$ cat config.mk
export PLATFORM = sky130hd
export DESIGN_NAME = saddc_tree_walker_flat
export DESIGN_NICKNAME = d
export VERILOG_FILES = /design/src/rtl/saddc_tree_walker_if.sv /design/src/rtl/saddc_tree_walker.sv /design/src/flat_wrapper.sv
export SDC_FILE = /design/constraint.sdc
export NUM_CORES = 1
export LEC_CHECK = 0
export CORE_MARGIN = 5
export CORE_UTILIZATION = 45
export DETAILED_ROUTE_END_ITERATION = 8
export GPL_ROUTABILITY_DRIVEN = 0
export PLACE_DENSITY = 0.88
export SETUP_SLACK_MARGIN = 0.5
export SYNTH_ARGS = -nofsm -noshare
export SYNTH_HDL_FRONTEND = slang
export SYNTH_SLANG_ARGS = --single-unit
$ cat constraint.sdc
create_clock -name clk -period 3.39 [get_ports clk]
set_input_delay 0.5085 -clock clk [delete_from_list [all_inputs] [get_ports clk]]
set_output_delay 0.5085 -clock clk [all_outputs]
set_load 0.01 [all_outputs]
$ cat src/rtl/saddc_tree_walker_if.sv
// saddc_tree_walker_if
// Purpose : request/response handshake bundle for the SADDC decision-tree walker.
//           The front-end (master) issues tagged classification requests, may flush
//           a walk in flight, and consumes the leaf-class response.
// Signals : io_req_valid/io_req_ready/io_req_bits_tag   request handshake and tag
//           io_flush                                      synchronous abort of a walk
//           io_resp_valid/io_resp_ready                   response handshake
//           io_resp_bits_class/tag/depth/err              response payload
//           busy                                          walker is not idle
// Modports: master = request front-end, slave = tree walker
interface saddc_tree_walker_if #(
    parameter int TAG_W   = 4,
    parameter int CLASS_W = 4,
    parameter int NODE_W  = 4
);
    logic               io_req_valid;
    logic               io_req_ready;
    logic [TAG_W-1:0]   io_req_bits_tag;
    logic               io_flush;
    logic               io_resp_valid;
    logic               io_resp_ready;
    logic [CLASS_W-1:0] io_resp_bits_class;
    logic [TAG_W-1:0]   io_resp_bits_tag;
    logic [NODE_W-1:0]  io_resp_bits_depth;
    logic               io_resp_bits_err;
    logic               busy;

    modport master (
        output io_req_valid, io_req_bits_tag, io_flush, io_resp_ready,
        input  io_req_ready, io_resp_valid, io_resp_bits_class, io_resp_bits_tag,
               io_resp_bits_depth, io_resp_bits_err, busy
    );

    modport slave (
        input  io_req_valid, io_req_bits_tag, io_flush, io_resp_ready,
        output io_req_ready, io_resp_valid, io_resp_bits_class, io_resp_bits_tag,
               io_resp_bits_depth, io_resp_bits_err, busy
    );
endinterface

$ cat src/rtl/saddc_tree_walker.sv
// saddc_tree_walker
// Purpose : sequential decision-tree walker for the SADDC classifier. One shared signed
//           <= comparator evaluates one node per step. Each request walks a complete
//           binary tree held in an external node table from the root (node 0) down to a
//           leaf and returns the leaf class on a valid/ready response.
// Ports   : clk, reset_n (async, active-low)
//           io             request/response/flush handshake (saddc_tree_walker_if.slave)
//           node_rd_*      node-table read port, data returned one cycle after the strobe
//           feat_rd_*      feature-memory read port, data returned one cycle after the strobe
module saddc_tree_walker #(
    parameter  int DATA_W  = 32,
    parameter  int DEPTH   = 3,
    parameter  int FSEL_W  = 4,
    parameter  int CLASS_W = 4,
    parameter  int TAG_W   = 4,
    localparam int NODE_W  = DEPTH + 1
) (
    input  logic                clk,
    input  logic                reset_n,
    saddc_tree_walker_if.slave  io,
    output logic                node_rd_en,
    output logic [NODE_W-1:0]   node_rd_addr,
    input  logic                node_rd_leaf,
    input  logic [FSEL_W-1:0]   node_rd_fsel,
    input  logic [DATA_W-1:0]   node_rd_weight,
    input  logic [CLASS_W-1:0]  node_rd_class,
    output logic                feat_rd_en,
    output logic [FSEL_W-1:0]   feat_rd_addr,
    input  logic [DATA_W-1:0]   feat_rd_data
);

    typedef enum logic [2:0] {
        IDLE,
        FETCH_NODE,
        FETCH_FEAT,
        COMPARE,
        RESP
    } state_t;

    state_t              r_state;
    state_t              w_nextState;
    logic [NODE_W-1:0]   r_nodeIdx;
    logic [NODE_W-1:0]   r_level;
    logic [TAG_W-1:0]    r_tag;
    logic [DATA_W-1:0]   r_weight;
    logic [CLASS_W-1:0]  r_class;
    logic                r_err;
    logic                w_atMaxLevel;
    logic                w_goLeft;
    logic                w_reqReady;
    logic                w_respValid;
    logic                w_busy;

    // Deepest legal level holds leaves only; a non-leaf there is a malformed table.
    assign w_atMaxLevel = (r_level == NODE_W'(DEPTH));

    // The single shared comparator: feature <= threshold sends the walk left.
    assign w_goLeft = ($signed(feat_rd_data) <= $signed(r_weight));

    // State register; reset lands in IDLE immediately, even mid-walk.
    always_ff @(posedge clk or negedge reset_n) begin
        if (!reset_n) begin
            r_state <= IDLE;
        end else begin
            r_state <= w_nextState;
        end
    end

    // Next-state logic. Flush wins over everything outside IDLE, including a
    // response handshake in the same cycle, so the response is simply dropped.
    always_comb begin
        w_nextState = r_state;
        if (r_state != IDLE && io.io_flush) begin
            w_nextState = IDLE;
        end else begin
            case (r_state)
                IDLE:       if (io.io_req_valid) w_nextState = FETCH_NODE;
                FETCH_NODE: w_nextState = FETCH_FEAT;
                FETCH_FEAT: begin
                    if (node_rd_leaf || w_atMaxLevel) begin
                        w_nextState = RESP;
                    end else begin
                        w_nextState = COMPARE;
                    end
                end
                COMPARE:    w_nextState = FETCH_NODE;
                RESP:       if (io.io_resp_ready) w_nextState = IDLE;
                default:    w_nextState = IDLE;
            endcase
        end
    end

    // Output decode. Read strobes are one-cycle pulses tied to their states, and the
    // feature read is only issued when the fetched node will actually be compared.
    always_comb begin
        w_reqReady   = 1'b0;
        w_respValid  = 1'b0;
        w_busy       = 1'b1;
        node_rd_en   = 1'b0;
        node_rd_addr = '0;
        feat_rd_en   = 1'b0;
        feat_rd_addr = '0;
        case (r_state)
            IDLE: begin
                w_reqReady = 1'b1;
                w_busy     = 1'b0;
            end
            FETCH_NODE: begin
                node_rd_en   = 1'b1;
                node_rd_addr = r_nodeIdx;
            end
            FETCH_FEAT: begin
                if (!node_rd_leaf && !w_atMaxLevel) begin
                    feat_rd_en   = 1'b1;
                    feat_rd_addr = node_rd_fsel;
                end
            end
            RESP:    w_respValid = 1'b1;
            default: ;
        endcase
    end

    // Walk datapath. The tag and result registers only change outside RESP, so the
    // response payload stays stable for as long as the consumer stalls.
    always_ff @(posedge clk or negedge reset_n) begin
        if (!reset_n) begin
            r_nodeIdx <= '0;
            r_level   <= '0;
            r_tag     <= '0;
            r_weight  <= '0;
            r_class   <= '0;
            r_err     <= 1'b0;
        end else begin
            case (r_state)
                IDLE: begin
                    if (io.io_req_valid) begin
                        r_tag     <= io.io_req_bits_tag;
                        r_nodeIdx <= '0;
                        r_level   <= '0;
                        r_class   <= '0;
                        r_err     <= 1'b0;
                    end
                end
                FETCH_FEAT: begin
                    if (node_rd_leaf) begin
                        r_class <= node_rd_class;
                    end else if (w_atMaxLevel) begin
                        r_class <= '0;
                        r_err   <= 1'b1;
                    end else begin
                        r_weight <= node_rd_weight;
                    end
                end
                COMPARE: begin
                    r_nodeIdx <= (r_nodeIdx << 1) + (w_goLeft ? NODE_W'(1) : NODE_W'(2));
                    r_level   <= r_level + NODE_W'(1);
                end
                default: ;
            endcase
        end
    end

    assign io.io_req_ready       = w_reqReady;
    assign io.io_resp_valid      = w_respValid;
    assign io.busy               = w_busy;
    assign io.io_resp_bits_class = r_class;
    assign io.io_resp_bits_tag   = r_tag;
    assign io.io_resp_bits_depth = r_level;
    assign io.io_resp_bits_err   = r_err;

endmodule

$ cat src/flat_wrapper.sv
// flat-port wrapper written by rule: the top's interface ports become plain ports
module saddc_tree_walker_flat 
#(
    parameter  int DATA_W  = 32,
    parameter  int DEPTH   = 3,
    parameter  int FSEL_W  = 4,
    parameter  int CLASS_W = 4,
    parameter  int TAG_W   = 4,
    localparam int NODE_W  = DEPTH + 1
)
  (clk, reset_n, node_rd_en, node_rd_addr, node_rd_leaf, node_rd_fsel, node_rd_weight, node_rd_class, feat_rd_en, feat_rd_addr, feat_rd_data, io_io_req_valid, io_io_req_bits_tag, io_io_flush, io_io_resp_ready, io_io_req_ready, io_io_resp_valid, io_io_resp_bits_class, io_io_resp_bits_tag, io_io_resp_bits_depth, io_io_resp_bits_err, io_busy);
  saddc_tree_walker_if #(.TAG_W(TAG_W), .CLASS_W(CLASS_W), .NODE_W((DEPTH + 1))) io_i ();
  input  logic clk;
  input  logic reset_n;
  output logic node_rd_en;
  output logic [NODE_W-1:0] node_rd_addr;
  input  logic node_rd_leaf;
  input  logic [FSEL_W-1:0] node_rd_fsel;
  input  logic [DATA_W-1:0] node_rd_weight;
  input  logic [CLASS_W-1:0] node_rd_class;
  output logic feat_rd_en;
  output logic [FSEL_W-1:0] feat_rd_addr;
  input  logic [DATA_W-1:0] feat_rd_data;
  input wire logic [$bits(io_i.io_req_valid)-1:0] io_io_req_valid;
  input wire logic [$bits(io_i.io_req_bits_tag)-1:0] io_io_req_bits_tag;
  input wire logic [$bits(io_i.io_flush)-1:0] io_io_flush;
  input wire logic [$bits(io_i.io_resp_ready)-1:0] io_io_resp_ready;
  output wire logic [$bits(io_i.io_req_ready)-1:0] io_io_req_ready;
  output wire logic [$bits(io_i.io_resp_valid)-1:0] io_io_resp_valid;
  output wire logic [$bits(io_i.io_resp_bits_class)-1:0] io_io_resp_bits_class;
  output wire logic [$bits(io_i.io_resp_bits_tag)-1:0] io_io_resp_bits_tag;
  output wire logic [$bits(io_i.io_resp_bits_depth)-1:0] io_io_resp_bits_depth;
  output wire logic [$bits(io_i.io_resp_bits_err)-1:0] io_io_resp_bits_err;
  output wire logic [$bits(io_i.busy)-1:0] io_busy;
  assign io_i.io_req_valid = io_io_req_valid;
  assign io_i.io_req_bits_tag = io_io_req_bits_tag;
  assign io_i.io_flush = io_io_flush;
  assign io_i.io_resp_ready = io_io_resp_ready;
  assign io_io_req_ready = io_i.io_req_ready;
  assign io_io_resp_valid = io_i.io_resp_valid;
  assign io_io_resp_bits_class = io_i.io_resp_bits_class;
  assign io_io_resp_bits_tag = io_i.io_resp_bits_tag;
  assign io_io_resp_bits_depth = io_i.io_resp_bits_depth;
  assign io_io_resp_bits_err = io_i.io_resp_bits_err;
  assign io_busy = io_i.busy;
  saddc_tree_walker #(.DATA_W(DATA_W), .DEPTH(DEPTH), .FSEL_W(FSEL_W), .CLASS_W(CLASS_W), .TAG_W(TAG_W)) u_core (.clk(clk), .reset_n(reset_n), .io(io_i), .node_rd_en(node_rd_en), .node_rd_addr(node_rd_addr), .node_rd_leaf(node_rd_leaf), .node_rd_fsel(node_rd_fsel), .node_rd_weight(node_rd_weight), .node_rd_class(node_rd_class), .feat_rd_en(feat_rd_en), .feat_rd_addr(feat_rd_addr), .feat_rd_data(feat_rd_data));
endmodule
==> run metrics, run 1 <==
post-synthesis sequential area ratio 44.7%; synthesis warning total 0; # rows 29; drt total wl between 7 and 8 mm; final hold violation count 0; clock slew seen by the registers of the worst setup and hold paths roughly 0.10 ns; starting density of the core 46.1%; worst IR drop on VDD 0.319 mV; Syn Nets 434; Final Critical Period 2.82 ns; worst hold-check path type in -> async; CTS tree done; total negative setup slack 0 ns; drt initial violations 95; largest net degree at the start of global routing 49; nets around 540; Slew Viols, Final 0; grt total ovfl 0; Synth area leader dfrtp_1; R2R setup slack 0.82 ns; hold buffer count at CTS 0; PortBufs ~110; hold_ws approximately 0.15 ns; max incr delay on CP roughly 0.53 ns; Worst path slowest cell clkdlybuf4s50_1; P_leak 1.92 nW; Worst setup SP type register; Synth Cell Area 2910 sq um; initial antenna violation count 0; vias per std cell 5.09; crit share post-route 83.0%; H-tree levels 2; post-synth cell types 37; layout cell share with drive strength beyond 1 between 6 and 7%; CP endpoint kind primary output; DPL Wire Length 5.65 mm; GRT Util Overall between 10% and 20%; most frequent cell after synthesis dfrtp_1; post-route clock skew 0.0102 ns; TritonCTS Buffers 5; top post-synthesis cells by area dfrtp_1 45%, ha_1 15%, o21ai_0 7.9%, nand2_1 6.1%, inv_1 4.9%; first-pass GRT wire length 12.2 mm; fin util 66.4%; CTS Sinks 52; CP Class reg -> out; Synth Instances 317; Root Buffer clkbuf_8; antenna viol nets, final 0; drt pass-1 iters 4; number of synthesized register bits between 50 and 60; Synth Flop Type dfrtp_1; Post-synth EDFFs 0; die area 8180 sq um; area share of the largest cell type after synthesis 44.7%; worst path arrival time 2.31 ns; Required @ worst endpoint 2.88 ns; Slew HR 66.6%; Antenna Diode Count 0; status complete, no violations; Max-Cap Viols 0; Final setup viols 0; Clk Latency, worst-skew pair 0.31 ns; Placed Area 4040 sq um; Post-Syn Area per Cell roughly 9.2 sq um; core area 6310 sq um; Post-synth top cells 52 x dfrtp_1, 47 x nand2_1, 46 x o21ai_0; RSZ-0062 raised after global routing yes; DR vias 2562; Die X 90.4 microns; clock buffer depth 2; Top-Level Pins 108; vias in the first global route 2641; area added between synthesis and finish 44.0%; final instance area 4190 sq um; worst-path maximum fanout 12; drt drc 0; f_max approximately 360 MHz; Critical Path, Cell by Cell ha_1, nand2b_1, nor2_1, or3_4, inv_6, and2_1, clkdlybuf4s50_1; async set-reset flop share out of synthesis 100%; die height 90.4 microns; Least-Margin Pin Slew 0.501 ns; wire per inst 14.1 microns; P per Cell Area 556 nW/um^2
final timing paths:
| check | start | endpoint | depth (start not counted) |
|---|---|---|---|
| max | u_core.io.io_resp_bits_depth[1] | feat_rd_addr[1] | 7 |
| min | reset_n | u_core.r_weight[9] | 1 |
| max reg2reg | u_core.r_weight[30] | u_core.r_nodeIdx[2] | 11 |
| min reg2reg | u_core.r_weight[0] | u_core.r_weight[0] | 2 |
| max in group asynchronous | reset_n | u_core.io.io_resp_bits_depth[1] | 2 |
| min in group clk | u_core.r_weight[0] | u_core.r_weight[0] | 2 |
critical path: cells and delay by family, from the launching register on:
kind,cells,cell delay [ns]
simple gates,4,0.69
buf+inv,2,0.65
flops,1,0.43
fa+ha+maj,1,0.21
cell usage in the layout, fill, tap and decap left out, types with 2 or more instances in the layout:
master,n
and2_1,10
clkinvlp_4,2
clkbuf_8,5
a21oi_1,16
and4_1,4
clkdlybuf4s50_1,103
nor2_1,6
nand3_1,9
ha_1,34
dfrtp_1,52
nand2b_1,2
nand2_1,47
nor2_2,2
nor2b_1,2
buf_4,4
a22o_1,5
o21ai_0,46
inv_1,38
mux2_2,4
nor3_1,2
dlymetal6s2s_1,3
o211ai_1,3
nand4_1,5
metrics by stage:
stage / total power [mW] / cells / worst slack, ns
2_1_floorplan: 1.57 / 317 / 0.865
3_3_place_gp: 1.90 / 492 / 0.345
3_5_place_dp: 1.96 / 492 / 0.267
4_1_cts: 2.33 / 501 / 0.507
5_1_grt: 2.56 / 503 / 0.466
6_report: 2.33 / 503 / 0.575
cell type report:
cell class	count	area (sq um)
inverters	39	151
well taps	77	96.3
clock inverters	2	16.3
fillers	543	2120
flip-flops and latches	52	1300
repair inverters	1	7.51
multi-input cells	215	1440
repair buffers	111	1100
clock buffers	6	72.6
cells by family after synthesis:
kind of cell / after synthesis / synth area share (%)
AND/OR/NAND/NOR: 97 / 16.3
AO/OA/AOI/OAI: 78 / 15.4
flip-flops: 52 / 44.7
buffers and inverters: 50 / 6.71
adder cells (fa/ha/maj): 35 / 15.0
multiplexers: 4 / 1.55
XOR/XNOR: 1 / 0.301
flip-flops by register name, indices dropped and copies added (netlist names):
signal	flops
u_core.io.io_resp_bits_err	1
u_core.r_weight	32
u_core.io.io_resp_bits_tag	4
u_core.io.io_resp_bits_class	4
u_core.io.io_resp_bits_depth	4
u_core.r_state	3
u_core.r_nodeIdx	4
timing repair:
action | 4_1_cts | 5_1_grt
resized for setup | 3 | 7
pin swaps | 0 | 3
gates cloned | 1 | 0
hold endpoints to repair | 0 | 0
setup buffers | 0 | 2
setup endpoints to repair | 5 | 6
layer usage:
layer	wire length (microns)	up-vias	track usage (%)
met5	0	-	0
met4	93	0	4.71
met3	526	15	5.92
met2	3410	88	30.0
met1	3060	1170	22.0
li1	-	1289	-
report_power, final:
part,total [mW],internal [mW],switching (mW)
clock network,0.363,0.147,0.215
logic,1.03,0.501,0.531
registers,0.935,0.850,0.0855
No activity file was read; power rests on OpenSTA's default activity.
==> inputs of run 2 (changes only) <==
clock period = 2.76 ns   (was 3.39 ns; I/O delays follow)
==> run metrics, run 2 (synthesized netlist as in run 1, its figures left out) <==
TritonCTS Buffers 5; CTS Sinks 52; final instance area 4570 sq um; wire per inst 14.9 microns; status complete, no violations; fin cells 522; Critical Path, Cell by Cell inv_2, ha_4, nand4_1, or2_1, or4_4, nor2_4, a211oi_2, ha_2, ha_4, xnor2_2, o21ai_1; clock network power share 13.6%; H-tree levels 2; drt initial violations 135; Pwr Total 3.26 mW; nets 561; layout cell share with drive strength beyond 1 20.2%; CP Class reg -> reg; Worst path slowest cell or4_4; first-pass GRT wire length 13.1 mm; most frequent cells in the layout 76 x clkdlybuf4s50_1, 49 x dfrtp_1, 47 x nand2_1; die height ~90 microns; commonest non-fill, non-tap cell in the layout clkdlybuf4s50_1; largest register by flop count u_core.r_weight; Reg-to-Reg Start u_core.r_weight[26]; worst hold-check path type in -> async; antenna viol nets, final 0; f_max roughly 400 MHz; area added between synthesis and finish 56.9%; Slew HR 40.7%; CTS tree done; Final setup viols 0; hold buffer count at CTS 0; die area 8180 sq um; worst r2r dst u_core.r_nodeIdx[3]; drt total wl a little under 8 mm; most frequent CP cell ha_4; P_sw 1.17 mW; GRT Util Overall between 10% and 20%; P per Cell Area 714 nW/um^2; PortBufs 107; worst-path maximum fanout 3; Comb power frac 50.7%; Die X 90.4 microns; drt drc 0; largest net degree at the start of global routing 63; Placed Area 4200 sq um; Largest delay share family, worst path simple AND/OR/NAND/NOR gates; initial antenna violation count 0; Least-Margin Pin Slew 0.889 ns; Top-Level Pins 108; final hold violation count 0; hold_ws around 0.23 ns; CP endpoint kind register; starting density of the core 46.1%; DP Cell Count about 500; vias per std cell slightly above 5; Antenna Diode Count 0; Net Sw Frac 36.0%; Clk Latency, worst-skew pair 0.30 ns; vias in the first global route between 2000 and 3000; CP Buf/Inv Count 1; Internal 2.09 mW; crit share post-route between 80% and 90%; Worst setup SP type register; worst path arrival time roughly 2.6 ns; Root Buffer clkbuf_8; # rows 29; Final Critical Period 2.45 ns; RSZ-0062 raised after global routing yes; Max-Cap Viols 0; post-route clock skew 0.00556 ns; DPL Wire Length roughly 5.7 mm; R2R setup slack approximately 0.31 ns; core area between 6000 and 7000 sq um; max incr delay on CP 0.56 ns; Slew Viols, Final 0; Required @ worst endpoint between 2 and 3 ns; clock buffer depth 2; grt total ovfl 0; worst r2r path cells 11; worst IR drop on VDD 0.378 mV; max reg flops 32; Sequential Power Share 35.7%; clock slew seen by the registers of the worst setup and hold paths 0.09 ns; DR vias ~2700; drt pass-1 iters 4; P_leak 2.05 nW
run 2: cell count changes in the layout (fill, tap and decap cells not counted), sizes merged:
cell / before / now
clkinv: 1 / 0
clkdlybuf4s50: 103 / 76
buf: 5 / 27
clkbuf: 6 / 11
dlygate4sd2: 0 / 22
clkinvlp: 2 / 0
run 2: cell type report:
class                   instances  area, sq um
flip-flops and latches         52         1310
clock buffers                   8         90.1
repair buffers                131         1200
fillers                       477         1750
multi-input cells             215         1720
well taps                      77         96.3
inverters                      39          149
run 2: worst register-to-register path, stage by stage, from the launching register on:
cell      delay, ns
dfrtp_1        0.36
inv_2          0.06
ha_4           0.26
nand4_1        0.12
or2_1          0.27
or4_4          0.56
nor2_4         0.10
a211oi_2       0.05
ha_2           0.23
ha_4           0.16
xnor2_2        0.11
o21ai_1        0.06
run 2: power by group through the flow:
stage               registers (mW)  logic (mW)  clock network [mW]
floorplan                     1.16       0.845                   0
global placement              1.16        1.31                   0
detailed placement            1.17        1.40                   0
CTS                           1.16        1.55               0.455
global route                  1.19        1.88               0.491
finish                        1.16        1.65               0.443
run 2: how the worst max path moves through the flow:
stage                               end  cells past startpoint  slack (ns)           startpoint
global route        u_core.r_nodeIdx[3]                     12        0.19  u_core.r_weight[30]
CTS                 u_core.r_nodeIdx[2]                     11        0.30  u_core.r_weight[30]
finish              u_core.r_nodeIdx[3]                     11        0.31  u_core.r_weight[26]
global placement    u_core.r_nodeIdx[3]                     11       -0.14     feat_rd_data[14]
floorplan           u_core.r_nodeIdx[3]                     10        0.45     feat_rd_data[14]
detailed placement  u_core.r_nodeIdx[3]                     11       -0.23     feat_rd_data[14]
run 2: what timing repair did:
| item | in CTS | in global routing |
|---|---|---|
| setup endpoints to repair | 13 | 16 |
| buffers inserted | 11 | 6 |
| cloned | 0 | 0 |
| pin swaps | 38 | 8 |
| resized for setup | 62 | 22 |
run 2: stage by stage:
stage          setup WS [ns]  util (%)  TNS [ns]
2_1_floorplan          0.450         -         0
3_3_place_gp          -0.137      66.6    -0.283
3_5_place_dp          -0.225      66.6    -0.577
4_1_cts                0.302      70.9         0
5_1_grt                0.188      72.3         0
6_report               0.313      72.3         0
run 2: per-layer routing:
layer	share of wire (%)	global-route usage (%)
met5	0	0
met4	1.8	5.83
met3	5.7	3.92
met2	50	33.3
met1	42	23.3
